--- src/rtl/npc_pc_unit.sv ---
// Fetch program counter with next-PC selection: sequential, branch, jump,
// register jump, eret and exception redirect, plus F-stage delay-slot/AdEL flags.
module npc_pc_unit #(
  parameter logic [31:0] PC_RESET = 32'h0000_3000,
  parameter logic [31:0] EXC_VEC  = 32'h0000_4180,
  parameter logic [31:0] IM_LO    = 32'h0000_3000,
  parameter logic [31:0] IM_HI    = 32'h0000_6ffc
) (
  input  logic        clk,
  input  logic        reset,
  input  logic        Stall,
  input  logic        IntReq,
  input  logic [31:0] EPC,
  input  logic [31:0] D_Instr,
  input  logic [31:0] D_PC,
  input  logic        ifBr,
  input  logic [31:0] RData1,
  output logic [31:0] F_PC,
  output logic        F_BD,
  output logic        F_AdEL,
  output logic        D_BD,
  output logic        ExcEntry
);

  typedef enum logic {ST_RUN = 1'b0, ST_EXC = 1'b1} state_t;

  state_t      state_q, state_d;
  logic [31:0] pc_q, pc_d;
  logic        d_bd_q, d_bd_d;

  logic [5:0]  opcode, funct;
  logic [4:0]  rt;
  logic        is_b, is_j, is_jr, is_eret;
  logic [31:0] d_pc_plus4, br_target, j_target;

  assign opcode = D_Instr[31:26];
  assign rt     = D_Instr[20:16];
  assign funct  = D_Instr[5:0];

  assign is_b    = (opcode == 6'b000100) || (opcode == 6'b000101) ||
                   (opcode == 6'b000110) || (opcode == 6'b000111) ||
                   ((opcode == 6'b000001) &&
                    ((rt == 5'b00000) || (rt == 5'b00001) || (rt == 5'b10001)));
  assign is_j    = (opcode == 6'b000010) || (opcode == 6'b000011);
  assign is_jr   = (opcode == 6'b000000) && ((funct == 6'b001000) || (funct == 6'b001001));
  assign is_eret = (opcode == 6'b010000) && (funct == 6'b011000);

  assign d_pc_plus4 = D_PC + 32'd4;
  assign br_target  = d_pc_plus4 + {{14{D_Instr[15]}}, D_Instr[15:0], 2'b00};
  assign j_target   = {d_pc_plus4[31:28], D_Instr[25:0], 2'b00};

  // Exception redirect beats a stall; eret waits for the stall to clear
  // because its EPC operand may still be in flight.
  always_comb begin
    pc_d = pc_q + 32'd4;
    if (IntReq)                pc_d = EXC_VEC;
    else if (is_eret && !Stall) pc_d = EPC;
    else if (Stall)            pc_d = pc_q;
    else if (is_b && ifBr)     pc_d = br_target;
    else if (is_j)             pc_d = j_target;
    else if (is_jr)            pc_d = RData1;
  end

  always_comb begin
    d_bd_d = d_bd_q;
    if (IntReq)      d_bd_d = 1'b0;
    else if (!Stall) d_bd_d = F_BD;
  end

  always_comb begin
    state_d = ST_RUN;
    if (IntReq) state_d = ST_EXC;
  end

  always_ff @(posedge clk) begin
    if (reset) begin
      pc_q    <= PC_RESET;
      d_bd_q  <= 1'b0;
      state_q <= ST_RUN;
    end else begin
      pc_q    <= pc_d;
      d_bd_q  <= d_bd_d;
      state_q <= state_d;
    end
  end

  assign F_PC     = pc_q;
  assign F_BD     = is_b | is_j | is_jr;
  assign F_AdEL   = (pc_q[1:0] != 2'b00) || (pc_q < IM_LO) || (pc_q > IM_HI);
  assign D_BD     = d_bd_q;
  assign ExcEntry = (state_q == ST_EXC);

endmodule

--- config.mk ---
export PLATFORM = sky130hd
export DESIGN_NAME = npc_pc_unit
export DESIGN_NICKNAME = d
export VERILOG_FILES = /design/src/rtl/npc_pc_unit.sv
export SDC_FILE = /design/constraint.sdc
export NUM_CORES = 1
export LEC_CHECK = 0
export ABC_AREA = 0
export ABC_CLOCK_PERIOD_IN_PS = 4600
export BUFFER_PORTS_ARGS = -buffer_cell sky130_fd_sc_hd__buf_2
export CORE_MARGIN = 5
export CORE_UTILIZATION = 53
export CTS_CLUSTER_DIAMETER = 30
export CTS_CLUSTER_SIZE = 10
export DETAILED_ROUTE_END_ITERATION = 16
export PLACE_DENSITY = 0.89
export RECOVER_POWER = 25
export SETUP_SLACK_MARGIN = 0.02
export SYNTH_ARGS = -nofsm -noshare
export SYNTH_HDL_FRONTEND = slang
export SYNTH_SLANG_ARGS = --single-unit
--- constraint.sdc ---
create_clock -name clk -period 4.6 [get_ports clk]
set_input_delay 0.69 -clock clk [delete_from_list [all_inputs] [get_ports clk]]
set_output_delay 0.69 -clock clk [all_outputs]
set_load 0.02 [all_outputs]
Yosys cells after proc, flatten, opt, wreduce, memory -nomap -nowiden
Index checks and enable logic that the tools add are counted.
Widths: inputs -> output; s select.
- bits in registers: 34
- latch bits: 0
- RAM bits: 0
- bits in read-only memories: 0
- word-level logic and storage cells: 53
- memories: 0
- add/sub/neg operators: 3
- multipliers: 0
- div/mod/pow operators: 0
- order comparisons: 2
- equality and inequality tests: 15
- shifts and indexed selects: 0
- mux-type cells: 7
- bitwise gates (word level): 2
- reductions and logical operators: 20
- operators by type and width (cell ; number):
    $mux 32 ; 5
    $add 32x3->32 const B ; 2
    $add 32x32->32 ; 1
    $gt 32x15->1 const B ; 1
    $lt 32x14->1 const B ; 1
    $eq 6x3->1 const B ; 4
    $mux 15 ; 1
    $eq 6x2->1 const B ; 2
    $eq 6x4->1 const B ; 2
    $eq 6x5->1 const B ; 2
    $logic_or 1x1->1 ; 10
    $eq 6x1->1 const B ; 1
    $logic_not 6->1 ; 1
    $eq 5x1->1 const B ; 1
    $eq 5x5->1 const B ; 1
    $logic_and 1x1->1 ; 5
    $logic_not 5->1 ; 1
    $ne 3x1->1 const B ; 1
    $ne 2x1->1 const B ; 1
    $or 1x1->1 ; 2
    $reduce_bool 2->1 ; 1
    $reduce_or 2->1 ; 1
    $logic_not 1->1 ; 1
    $mux 1 ; 1

Longest topological paths before layout
Gate-level depths: netlist (run 1).
- depth in word-level cells: 10
- mapped depth: 16
- gate-level depth less buffers: 15

Least setup slack after synthesis (run 1)
OpenSTA, ideal clock, no wires.
- kind: in2reg
- from: input port D_PC[5]
- to: register pc_q[26] (netlist: F_PC[26])
- arrival: 3.546 ns
- slack: 0.925 ns
- cell stages on the path: 15
- buffers on the path: 2
- cell sequence: and4_1 clkbuf_1 nand2_1 nor2_1 xor2_1 ha_1 clkbuf_1 and4_1 and4_1 a211o_1 o31ai_4 o21bai_1 a311oi_1 xor2_1 a21oi_1
- cells in the longest elaborated chain, start to end: 5
- RTL lines (what ; line ; text):
    start: declaration ; 15 ; input logic [31:0] D_PC,
    $add 32x3->32 ; 48 ; assign d_pc_plus4 = D_PC + 32'd4;
    $add 32x32->32 ; 49 ; assign br_target = d_pc_plus4 + {{14{D_Instr[15]}}, D_Instr[15:0], 2'b00};
    $mux 32 ; 59 ; else if (is_b && ifBr) pc_d = br_target;
    $mux 32 ; 58 ; else if (Stall) pc_d = pc_q;
    $mux 32 ; 57 ; else if (is_eret && !Stall) pc_d = EPC;
    end signal: assignment ; 81 ; pc_q <= pc_d;
    end: declaration ; 28 ; logic [31:0] pc_q, pc_d;
No other way between the ends. The select of a mux whose other input is x is not followed.
A chain may end at the register's enable or synchronous reset.

Worst setup path in the final report (run 1)
- from: input port D_PC[4]
- to: register pc_q[26] (netlist: F_PC[26])
The elaborated chain is that of the path after synthesis.

==> results.yml, run 1 <==
worst_setup_path:
  crit_fanout: 7
  worstSetupEndpointType: "register"
  crit_arrival_ns: 3.85
  critPathBufInv: 1
  crit_family: "simple AND/OR/NAND/NOR gates"
  crit_chain: "buf_2 > and4_1 > nand2_1 > nor2_1 > xor2_1 > ha_1 > and4_1 > and4_1 > a211o_1 > o31ai_4 > o21bai_1 > a311oi_1 > xor2_1 > a21oi_1"
  cp.required_ns: 4.78
  critical-path-slowest-cell: "and4_1"
  r2r_slack_ns: 1.70
  r2r-start: "F_PC[9]$_SDFFE_PP0P_"
  ff2ff_path_depth: 7
  slowest_delay_ns: 0.33
  critPathMostFrequentCell: "and4_1"
  critPathLaunchType: "primary input"
  critical_path_class: "primary input to register"
  timing.rr.end: "F_PC[29]$_SDFFE_PP0P_"
clocking:
  cts.sinks: 34
  cts_root_buf: "clkbuf_8"
  post-cts-setup-buffer-count: 0
  clkTransAtPathRegs_ns: 0.08
  htreeDepth: 2
  cts-resized-gates: 0
  cts_made_buffers: 5
  cts_tree: "built"
  hold_buffers: 0
  clk_path_buf_depth: 2
  insertion_delay_ns: 0.29
min_path:
  holdPathStages: 2
  hold_path.class: "register to register"
  min_from: "D_BD$_SDFFE_PP0N_"
  whs_endpoint: "D_BD$_SDFFE_PP0N_"
timing:
  slew_viol_final: 0
  skew_ns: 0.00787
  setup_viol: 0
  fmax_mhz: 272
  hold_viol: 0
  worst_slack_ns: 0.930
  tightestPinTransition_ns: 1.09
  period_minus_slack_ns: 3.67
  post-route-period-util_pct: 79.8
  slew_headroom_pct: 26.9
  setup-tns-final_ns: 0
  hold_ws_ns: 0.459
  rsz0062_at_grt: "no"
global_routing:
  grt_pass1_wl_um: 29300
  grt_usage_pct: 30.8
  antenna_found_initial: 0
  grt_max_degree: 37
  grt-ovfl-total: 0
  grt_pass1_vias: 5866
floorplan:
  fp.dieH_um: 109
  die-area_um2: 11900
  die-width_um: 109
  core_um2: 9680
  start_util_pct: 53.8
  rows: 36
  ios: 169
finish:
  layout-drive-gt1-share_pct: 19.3
  final_nets: 1064
  final_cells: 1029
  layout_common_cells: "buf_2 (151), nand2_1 (74), nor2_1 (72)"
  nFillCells: 900
  area_growth_pct: 17.7
  n_antenna_cell: 0
  final_cell_area_um2: 6130
  final_common_cell: "buf_2"
synthesis:
  syn_inst: 753
  ys_ff_latch: 34
  yosys.cell_types.count: 66
  syn_area_um2: 5210
  ys_warn_count: 0
  yosysSeqAreaShare_pct: 13.1
  synthFlopType: "dfxtp_1"
  async_reset_ff_share_pct: 0
  synthesis.nets: 922
  avgSynthCellArea_um2: 6.92
  synth_edf_count: 0
detailed_routing:
  drc: 0
  drt-vias-per-instance: 6.30
  dr.pass1.iters: 6
  vias: 6482
  drtAntennaViolNets: 0
  drt_wl_total_um: 19100
  wl_per_cell_um: 18.6
  drtIter0Drc: 643
power_and_ir_drop:
  ir_worst_vdd_v: 0.000103
  p_leak_nw: 2.59
  power_density_nw_per_um2: 166
place:
  gp_congestion: 1.01
  placed_cell_area_um2: 6070
  place_inst: 1021
  hpwl_um: 15200
  io_buffers: 168
  pre_cts_slack_ns: 0.632
outcome:
  status: "finished, final reports clean"
flow_run:
  drv_cap: 0
## logic make-up after synthesis
kind of cell    count (synthesis)  share of synthesized area (%)
mux                             4                          0.769
buf+inv                        56                           4.95
fa+ha+maj                      36                           8.79
compound gates                246                           30.6
flops                          34                           13.1
xor+xnor                       78                           13.1
simple gates                  299                           28.7
## worst min-delay path, cell delays in order (launching register included)
cell and delay, ns:
dfxtp_1 0.31, nand2_1 0.05, a21oi_1 0.05
## cells in the mapped netlist (4+ instances only)
library cell | n | area, um^2
a211o_1 | 4 | 35.0
a211oi_1 | 22 | 165
a21o_1 | 16 | 120
a21oi_1 | 64 | 320
a221oi_1 | 8 | 70.1
a22oi_1 | 7 | 52.6
a311oi_1 | 4 | 35.0
and2_1 | 5 | 31.3
and3_1 | 13 | 81.3
and4_1 | 11 | 96.3
buf_2 | 5 | 25.0
buf_4 | 4 | 30.0
clkbuf_1 | 25 | 93.8
dfxtp_1 | 34 | 681
ha_1 | 35 | 438
inv_1 | 16 | 60.1
mux2i_1 | 4 | 40.0
nand2_1 | 74 | 278
nand3_1 | 42 | 210
nand4_1 | 21 | 131
nor2_1 | 72 | 270
nor3_1 | 25 | 125
nor4_1 | 10 | 62.6
o211ai_1 | 6 | 45.0
o21a_1 | 6 | 45.0
o21ai_0 | 57 | 285
o21bai_1 | 6 | 45.0
o221ai_1 | 5 | 43.8
o22ai_1 | 13 | 81.3
o311ai_0 | 4 | 35.0
or3_1 | 6 | 37.5
xnor2_1 | 52 | 455
xor2_1 | 26 | 228
## how the worst max path moves through the flow
stage             from               endpoint  slack, ns  cells after the start
2_1_floorplan  D_PC[5]  F_PC[26]$_SDFFE_PP0P_       0.93                     15
3_3_place_gp   D_PC[4]  F_PC[26]$_SDFFE_PP0P_       0.68                     14
3_5_place_dp   D_PC[4]  F_PC[26]$_SDFFE_PP0P_       0.63                     14
4_1_cts        D_PC[4]  F_PC[26]$_SDFFE_PP0P_       0.92                     14
5_1_grt        D_PC[4]  F_PC[26]$_SDFFE_PP0P_       0.67                     14
6_report       D_PC[4]  F_PC[26]$_SDFFE_PP0P_       0.93                     14
## flip-flops by register name, summed over array words and instances, names as in the netlist
signal / flops
D_BD: 1
ExcEntry: 1
F_PC: 32
## power breakdown
part	leakage, nW	internal, mW	switching [mW]
logic	2.27	0.191	0.278
clock network	0.0452	0.107	0.119
registers	0.277	0.303	0.0163
## per-stage QoR
step	total power [mW]	utilization (%)
after floorplan	0.619	-
after global placement	0.778	62.6
after detailed placement	0.783	62.6
after CTS	1.00	63.5
after global routing	1.07	63.3
final	1.02	63.3
## layer usage
metal	routed length (um)	track usage (%)	share of wire, %	vias up
met5	0	0	0	-
met4	522	10.3	2.7	0
met1	7990	43.0	42	2926
met2	8450	49.3	44	392
met3	2150	3.43	11	49
li1	-	-	-	3115
## cell type report
| type | count | area [um^2] | share of cell area, % |
|---|---|---|---|
| clock inverters | 2 | 13.8 | 0.224 |
| multi-input cells | 663 | 4270 | 69.6 |
| inverters | 17 | 63.8 | 1.04 |
| flip-flops and latches | 34 | 681 | 11.1 |
| clock buffers | 6 | 72.6 | 1.18 |
| well taps | 133 | 166 | 2.71 |
| repair buffers | 174 | 865 | 14.1 |
Note: power is estimated with default switching activity, not from simulation.
==> run 2, diff against run 1 <==
--- a/config.mk
+++ b/config.mk
@@ -6,7 +6,7 @@
 export NUM_CORES = 1
 export LEC_CHECK = 0
 export ABC_AREA = 0
-export ABC_CLOCK_PERIOD_IN_PS = 4600
+export ABC_CLOCK_PERIOD_IN_PS = 3400
 export BUFFER_PORTS_ARGS = -buffer_cell sky130_fd_sc_hd__buf_2
 export CORE_MARGIN = 5
 export CORE_UTILIZATION = 53
==> constraint.sdc (replaced) <==
create_clock -name clk -period 3.4 [get_ports clk]
set_input_delay 0.51 -clock clk [delete_from_list [all_inputs] [get_ports clk]]
set_output_delay 0.51 -clock clk [all_outputs]
set_load 0.02 [all_outputs]
==> run 2 against run 1 <==
Clock skew about the same. Sequential share of layout area decreased by 0.96 points. Critical path depth unchanged. Register-to-register slack worse by 1.1 ns. Count of clock-buffer cells in the layout rose by 1. Final cell count increased by 7.2%. Sequential power increased by 35%. Wire length increased by 3.0%. Clock power rose by 42%. Flip-flop and latch count did not move. Core utilization rose by 6.0 points.
==> results.yml, run 2 (synthesized netlist as in run 1, its figures left out) <==
place:
  gp_congestion: 0.991
  place_inst: 1095
  io_buffers: 168
  hpwl_um: 16200
worst_setup_path:
  crit_arrival_ns: 3.36
  critical_path_class: "primary input to register"
  crit_fanout: 5
  critPathLaunchType: "primary input"
  cp.required_ns: 3.57
  worstSetupEndpointType: "register"
floorplan:
  ios: 169
  rows: 36
  die-width_um: 109
  die-area_um2: 11900
  start_util_pct: 53.8
  core_um2: 9680
  fp.dieH_um: 109
finish:
  final_nets: 1138
  nFillCells: 872
  largest_register_ffs: 32
  final_common_cell: "buf_2"
  layout-drive-gt1-share_pct: 26.1
  layout_common_cells: "buf_2 (151), buf_4 (80), nand2_1 (74)"
  n_antenna_cell: 0
  area_growth_pct: 28.9
  final_cells: 1103
power_and_ir_drop:
  p_leak_nw: 2.96
  ir_worst_vdd_v: 0.000153
  power_density_nw_per_um2: 220
global_routing:
  grt_max_degree: 41
  grt_pass1_vias: 6347
  grt-ovfl-total: 0
  grt_usage_pct: 32.2
  grt_pass1_wl_um: 31000
  antenna_found_initial: 0
detailed_routing:
  drtAntennaViolNets: 0
  drtIter0Drc: 621
  drc: 0
  wl_per_cell_um: 17.8
  drt-vias-per-instance: 6.18
  dr.pass1.iters: 6
  vias: 6818
  drt_wl_total_um: 19700
timing:
  setup-tns-final_ns: 0
  slew_headroom_pct: 45.1
  setup_viol: 0
  skew_ns: 0.00789
  rsz0062_at_grt: "no"
  slew_viol_final: 0
  tightestPinTransition_ns: 0.821
  fmax_mhz: 314
  hold_viol: 0
  period_minus_slack_ns: 3.19
  post-route-period-util_pct: 93.7
clocking:
  cts_made_buffers: 5
  insertion_delay_ns: 0.29
  cts_tree: "built"
  clkTransAtPathRegs_ns: 0.08
  post-cts-setup-buffer-count: 0
  clk_path_buf_depth: 2
  cts.sinks: 34
  cts_root_buf: "clkbuf_8"
  htreeDepth: 2
outcome:
  status: "finished, final reports clean"
flow_run:
  drv_cap: 0
min_path:
  hold_path.class: "register to register"
==> run 2: repair_timing <==
item | CTS | global route
endpoints found under the setup margin | 0 | 7
resized for setup | 0 | 9
hold buffers | 0 | 0
==> run 2: worst paths after layout <==
check	startpoint	end	slack (ns)	cells after the start
worst max-delay path	D_PC[5]	F_PC[26]$_SDFFE_PP0P_	0.21	14
worst max register to register	F_PC[2]$_SDFFE_PP0P_	F_PC[28]$_SDFFE_PP0P_	0.57	9
worst min register to register	D_BD$_SDFFE_PP0N_	D_BD$_SDFFE_PP0N_	0.46	2
worst min-delay path	D_BD$_SDFFE_PP0N_	D_BD$_SDFFE_PP0N_	0.46	2
==> run 2: power by group <==
part | total [mW] | leakage (nW) | switching (mW) | internal [mW]
Combinational | 0.722 | 2.63 | 0.397 | 0.324
Sequential | 0.432 | 0.277 | 0.0217 | 0.411
Clock | 0.321 | 0.0482 | 0.157 | 0.164
==> run 2: through the flow <==
| stage | total power, mW | setup slack, ns | hold slack (ns) | util [%] | cell area, um^2 |
|---|---|---|---|---|---|
| after CTS | 1.45 | 0.190 | 0.456 | 69.3 | 6710 |
| after floorplan | 0.837 | 0.0247 | 0.530 | - | 5210 |
| final | 1.47 | 0.213 | 0.458 | 69.3 | 6710 |
| after global routing | 1.55 | 0.0265 | 0.485 | 69.3 | 6710 |
| after detailed placement | 1.14 | -0.112 | 0.446 | 68.4 | 6620 |
| after global placement | 1.13 | 0.00617 | 0.439 | 68.4 | 6620 |
==> run 2: critical path: stages <==
cell	delay, ns
buf_2	0.12
and4_2	0.29
and3_1	0.24
nand2_1	0.08
xnor2_1	0.13
ha_1	0.33
a21o_1	0.20
a21o_1	0.19
a211o_1	0.31
o31ai_4	0.25
o21bai_1	0.15
a311oi_1	0.30
xor2_1	0.18
a21oi_1	0.08
==> run 2: cell type report <==
class                           instances  area (um^2)  share of cell area, %
Clock inverter                          1         5.00                 0.0746
Timing Repair Buffer                  248         1420                   21.2
Inverter                               17         63.8                  0.951
Sequential cell                        34          681                   10.1
Tap cell                              133          166                   2.48
Clock buffer                            7         86.3                   1.29
Multi-Input combinational cell        663         4290                   63.9
==> run 2: layer usage <==
metal | routed length [um] | vias up | GRT usage [%]
met5 | 0 | - | 0
met4 | 712 | 0 | 13.7
met3 | 2310 | 65 | 3.91
met2 | 8720 | 420 | 50.3
met1 | 7940 | 3070 | 44.6
li1 | - | 3263 | -
==> run 3, diff against run 2 <==
--- a/config.mk
+++ b/config.mk
@@ -5,15 +5,15 @@
 export SDC_FILE = /design/constraint.sdc
 export NUM_CORES = 1
 export LEC_CHECK = 0
-export ABC_AREA = 0
-export ABC_CLOCK_PERIOD_IN_PS = 3400
+export ABC_AREA = 1
+export ABC_CLOCK_PERIOD_IN_PS = 2700
 export BUFFER_PORTS_ARGS = -buffer_cell sky130_fd_sc_hd__buf_2
 export CORE_MARGIN = 5
-export CORE_UTILIZATION = 53
+export CORE_UTILIZATION = 50
 export CTS_CLUSTER_DIAMETER = 30
 export CTS_CLUSTER_SIZE = 10
 export DETAILED_ROUTE_END_ITERATION = 16
-export PLACE_DENSITY = 0.89
+export PLACE_DENSITY = 0.85
 export RECOVER_POWER = 25
 export SETUP_SLACK_MARGIN = 0.02
 export SYNTH_ARGS = -nofsm -noshare
==> constraint.sdc (replaced) <==
create_clock -name clk -period 2.7 [get_ports clk]
set_input_delay 0.405 -clock clk [delete_from_list [all_inputs] [get_ports clk]]
set_output_delay 0.405 -clock clk [all_outputs]
set_load 0.02 [all_outputs]
==> run 3 against run 2 <==
The flow now finishes with violations (setup timing). Via count rose by 47%. Worst hold slack got worse by 0.16 ns. Count of clock-buffer cells in the layout fell by 2. Sequential power rose by 30%. Combinational power rose by 97%. Critical path type unchanged. Highest routed layer unchanged.
==> results.yml, run 3 <==
detailed_routing:
  drtAntennaViolNets: 0
  wl_per_cell_um: 17.4
  vias: 10000
  drt_wl_total_um: 30400
  drtIter0Drc: 1350
  dr.pass1.iters: 6
  drt-vias-per-instance: 5.72
  drc: 0
timing:
  period_minus_slack_ns: 2.93
  fmax_mhz: 342
  slew_headroom_pct: 46.8
  rsz0062_at_grt: "yes"
  worst_slack_ns: -0.226
  skew_ns: 0.00342
  hold_viol: 0
  slew_viol_final: 0
  post-route-period-util_pct: 108
  setup_viol: 14
  tightestPinTransition_ns: 0.798
  hold_ws_ns: 0.301
clocking:
  cts.sinks: 34
  cts_made_buffers: 5
  cts_root_buf: "clkbuf_16"
  insertion_delay_ns: 0.28
  htreeDepth: 2
  clkTransAtPathRegs_ns: 0.06
  clk_path_buf_depth: 2
  cts_tree: "built"
  hold_buffers: 0
synthesis:
  synth_area_leaders: "nand2_1 (25%), dfxtp_1 (10%), inv_1 (9.8%)"
  yosysTopAreaCell: "nand2_1"
  synthFlopType: "dfxtp_1"
  synth_edf_count: 0
  ys_warn_count: 0
  yosysSeqAreaShare_pct: 10.4
  async_reset_ff_share_pct: 0
  syn_area_um2: 6560
  synthesis.nets: 1429
  synth_top_area_share_pct: 25.0
  avgSynthCellArea_um2: 5.21
  synth.most_common_cell: "nand2_1"
  syn_inst: 1260
  ys_ff_latch: 34
  yosys.cell_types.count: 45
  synth_top_cells_by_count: "nand2_1 (437), inv_1 (171), nor2_1 (139), nand3_1 (105)"
power_and_ir_drop:
  p_leak_nw: 5.12
  ir_worst_vdd_v: 0.000252
  power_density_nw_per_um2: 264
floorplan:
  start_util_pct: 51.6
  rows: 41
  ios: 169
  die-width_um: 125
  fp.dieH_um: 125
  die-area_um2: 15500
  core_um2: 12700
worst_setup_path:
  worstSetupEndpointType: "register"
  crit_fanout: 3
  crit_chain: "buf_6 > nand2_4 > nor2_4 > nand3_4 > nor3_2 > inv_2 > buf_4 > nor4_4 > nand2_1 > xor2_1 > inv_2 > ha_4 > nand2_4 > nor2_2 > nand2_1 > nor2_1 > nand2_2 > nand3_1 > nand3_2 > nand3_2 > nand2_2 > a21oi_2"
  r2r-start: "F_PC[2]$_SDFFE_PP0P_"
  timing.rr.end: "F_PC[16]$_SDFFE_PP0P_"
  ff2ff_path_depth: 13
  critical-path-slowest-cell: "ha_4"
  slowest_delay_ns: 0.30
  cp.required_ns: 2.92
  critPathLaunchType: "primary input"
  critical_path_class: "primary input to register"
  crit_arrival_ns: 3.14
  r2r_slack_ns: 0.45
finish:
  n_antenna_cell: 0
  nFillCells: 953
  largest_register_ffs: 32
  final_nets: 1747
  final_cells: 1751
  layout-drive-gt1-share_pct: 35.7
  final_cell_area_um2: 10000
  multi_input_area_um2: 6020
  final_common_cell: "nand2_1"
  register_area_um2: 681
  layout_common_cells: "nand2_1 (383), buf_4 (161), inv_1 (153)"
  area_growth_pct: 52.5
place:
  pre_cts_slack_ns: -0.636
  placed_cell_area_um2: 8620
  gp_congestion: 1.05
  place_inst: 1714
  hpwl_um: 21500
  io_buffers: 168
outcome:
  status: "complete, but fails checks"
  violations: "setup timing"
global_routing:
  antenna_found_initial: 0
  grt_max_degree: 37
  grt_usage_pct: 32.1
  grt_pass1_wl_um: 42100
  grt_pass1_vias: 8861
  grt-ovfl-total: 0
min_path:
  holdPathStages: 2
  hold_path.class: "primary input to register"
  whs_endpoint: "ExcEntry$_SDFF_PP0_"
  min_from: "reset"
flow_run:
  drv_cap: 0
[run 3: changes by cell type after synthesis, moves of 12 or more]
| cell | previous run | this run |
|---|---|---|
| nand3_1 | 42 | 105 |
| a21o_1 | 16 | 2 |
| nor3_1 | 25 | 13 |
| inv_1 | 16 | 171 |
| nand2_1 | 74 | 437 |
| nor2_1 | 72 | 139 |
| and3_1 | 13 | 0 |
| a211oi_1 | 22 | 2 |
| o22ai_1 | 13 | 1 |
| o21ai_1 | 1 | 19 |
| xnor2_1 | 52 | 24 |
[run 3: how the worst max path moves through the flow]
stage	start	endpoint	slack, ns	cells after the start
3_5_place_dp	D_PC[7]	F_PC[25]$_SDFFE_PP0P_	-0.64	22
2_1_floorplan	D_PC[7]	F_PC[25]$_SDFFE_PP0P_	0.02	20
6_report	D_PC[6]	F_PC[28]$_SDFFE_PP0P_	-0.23	22
4_1_cts	D_PC[3]	F_PC[30]$_SDFFE_PP0P_	-0.06	24
3_3_place_gp	D_PC[7]	F_PC[25]$_SDFFE_PP0P_	-0.60	22
5_1_grt	D_PC[6]	F_PC[30]$_SDFFE_PP0P_	-0.40	25
[run 3: cell type report]
class,count,share of cell area (%)
multi-input cells,1018,60.2
repair buffers,341,22.6
flip-flops and latches,34,6.80
inverters,178,6.68
well taps,172,2.15
clock buffers,5,1.25
clock inverters,3,0.400
[run 3: where the power goes]
part | internal [mW] | leakage, nW | total [mW] | switching, mW
combinational | 0.619 | 4.76 | 1.42 | 0.804
sequential | 0.523 | 0.278 | 0.562 | 0.0389
clock | 0.432 | 0.0836 | 0.661 | 0.229
total | 1.57 | 5.12 | 2.65 | 1.07
[run 3: worst max-delay path, delay by kind of cell]
| family | cells | cell delay [ns] |
|---|---|---|
| adders and majority gates | 1 | 0.30 |
| and+or+nand+nor | 15 | 1.71 |
| buffers and inverters | 4 | 0.42 |
| AOI/OAI and AO/OA | 1 | 0.11 |
| xor gates and xnor gates | 1 | 0.20 |
[run 3: metal layers]
layer  vias up  share of wire (%)  global-route usage [%]
li1       4644                  -                       -
met4         0                6.0                    13.4
met2       740                 48                    54.8
met5         -                  0                       0
met1      4458                 36                    39.8
met3       174                 11                    5.49
[run 3: kinds of logic (layout without fill, tap and decap cells)]
logic type               count (synthesis)  count (layout)  synth area share, %
AO/OA/AOI/OAI                          164             164                 13.6
flip-flops                              34              34                 10.4
AND/OR/NAND/NOR                        771             771                 50.4
XOR/XNOR                                46              46                 6.14
buffers and inverters                  208             527                 12.3
adder cells (fa/ha/maj)                 36              36                 6.98
multiplexers                             1               1                0.153
[run 3: timing repair]
action,4_1_cts,5_1_grt
resized for setup,53,190
buffers inserted,12,17
pin swaps,37,89
cloned,0,0
setup endpoints to repair,12,23
[run 3: per-stage QoR]
stage	TNS [ns]	util [%]	total power, mW
finish	-1.36	78.7	2.65
global route	-4.09	78.7	2.77
CTS	-0.313	71.6	2.37
detailed placement	-6.80	67.8	1.66
global placement	-5.15	67.8	1.64
floorplan	0	-	1.15
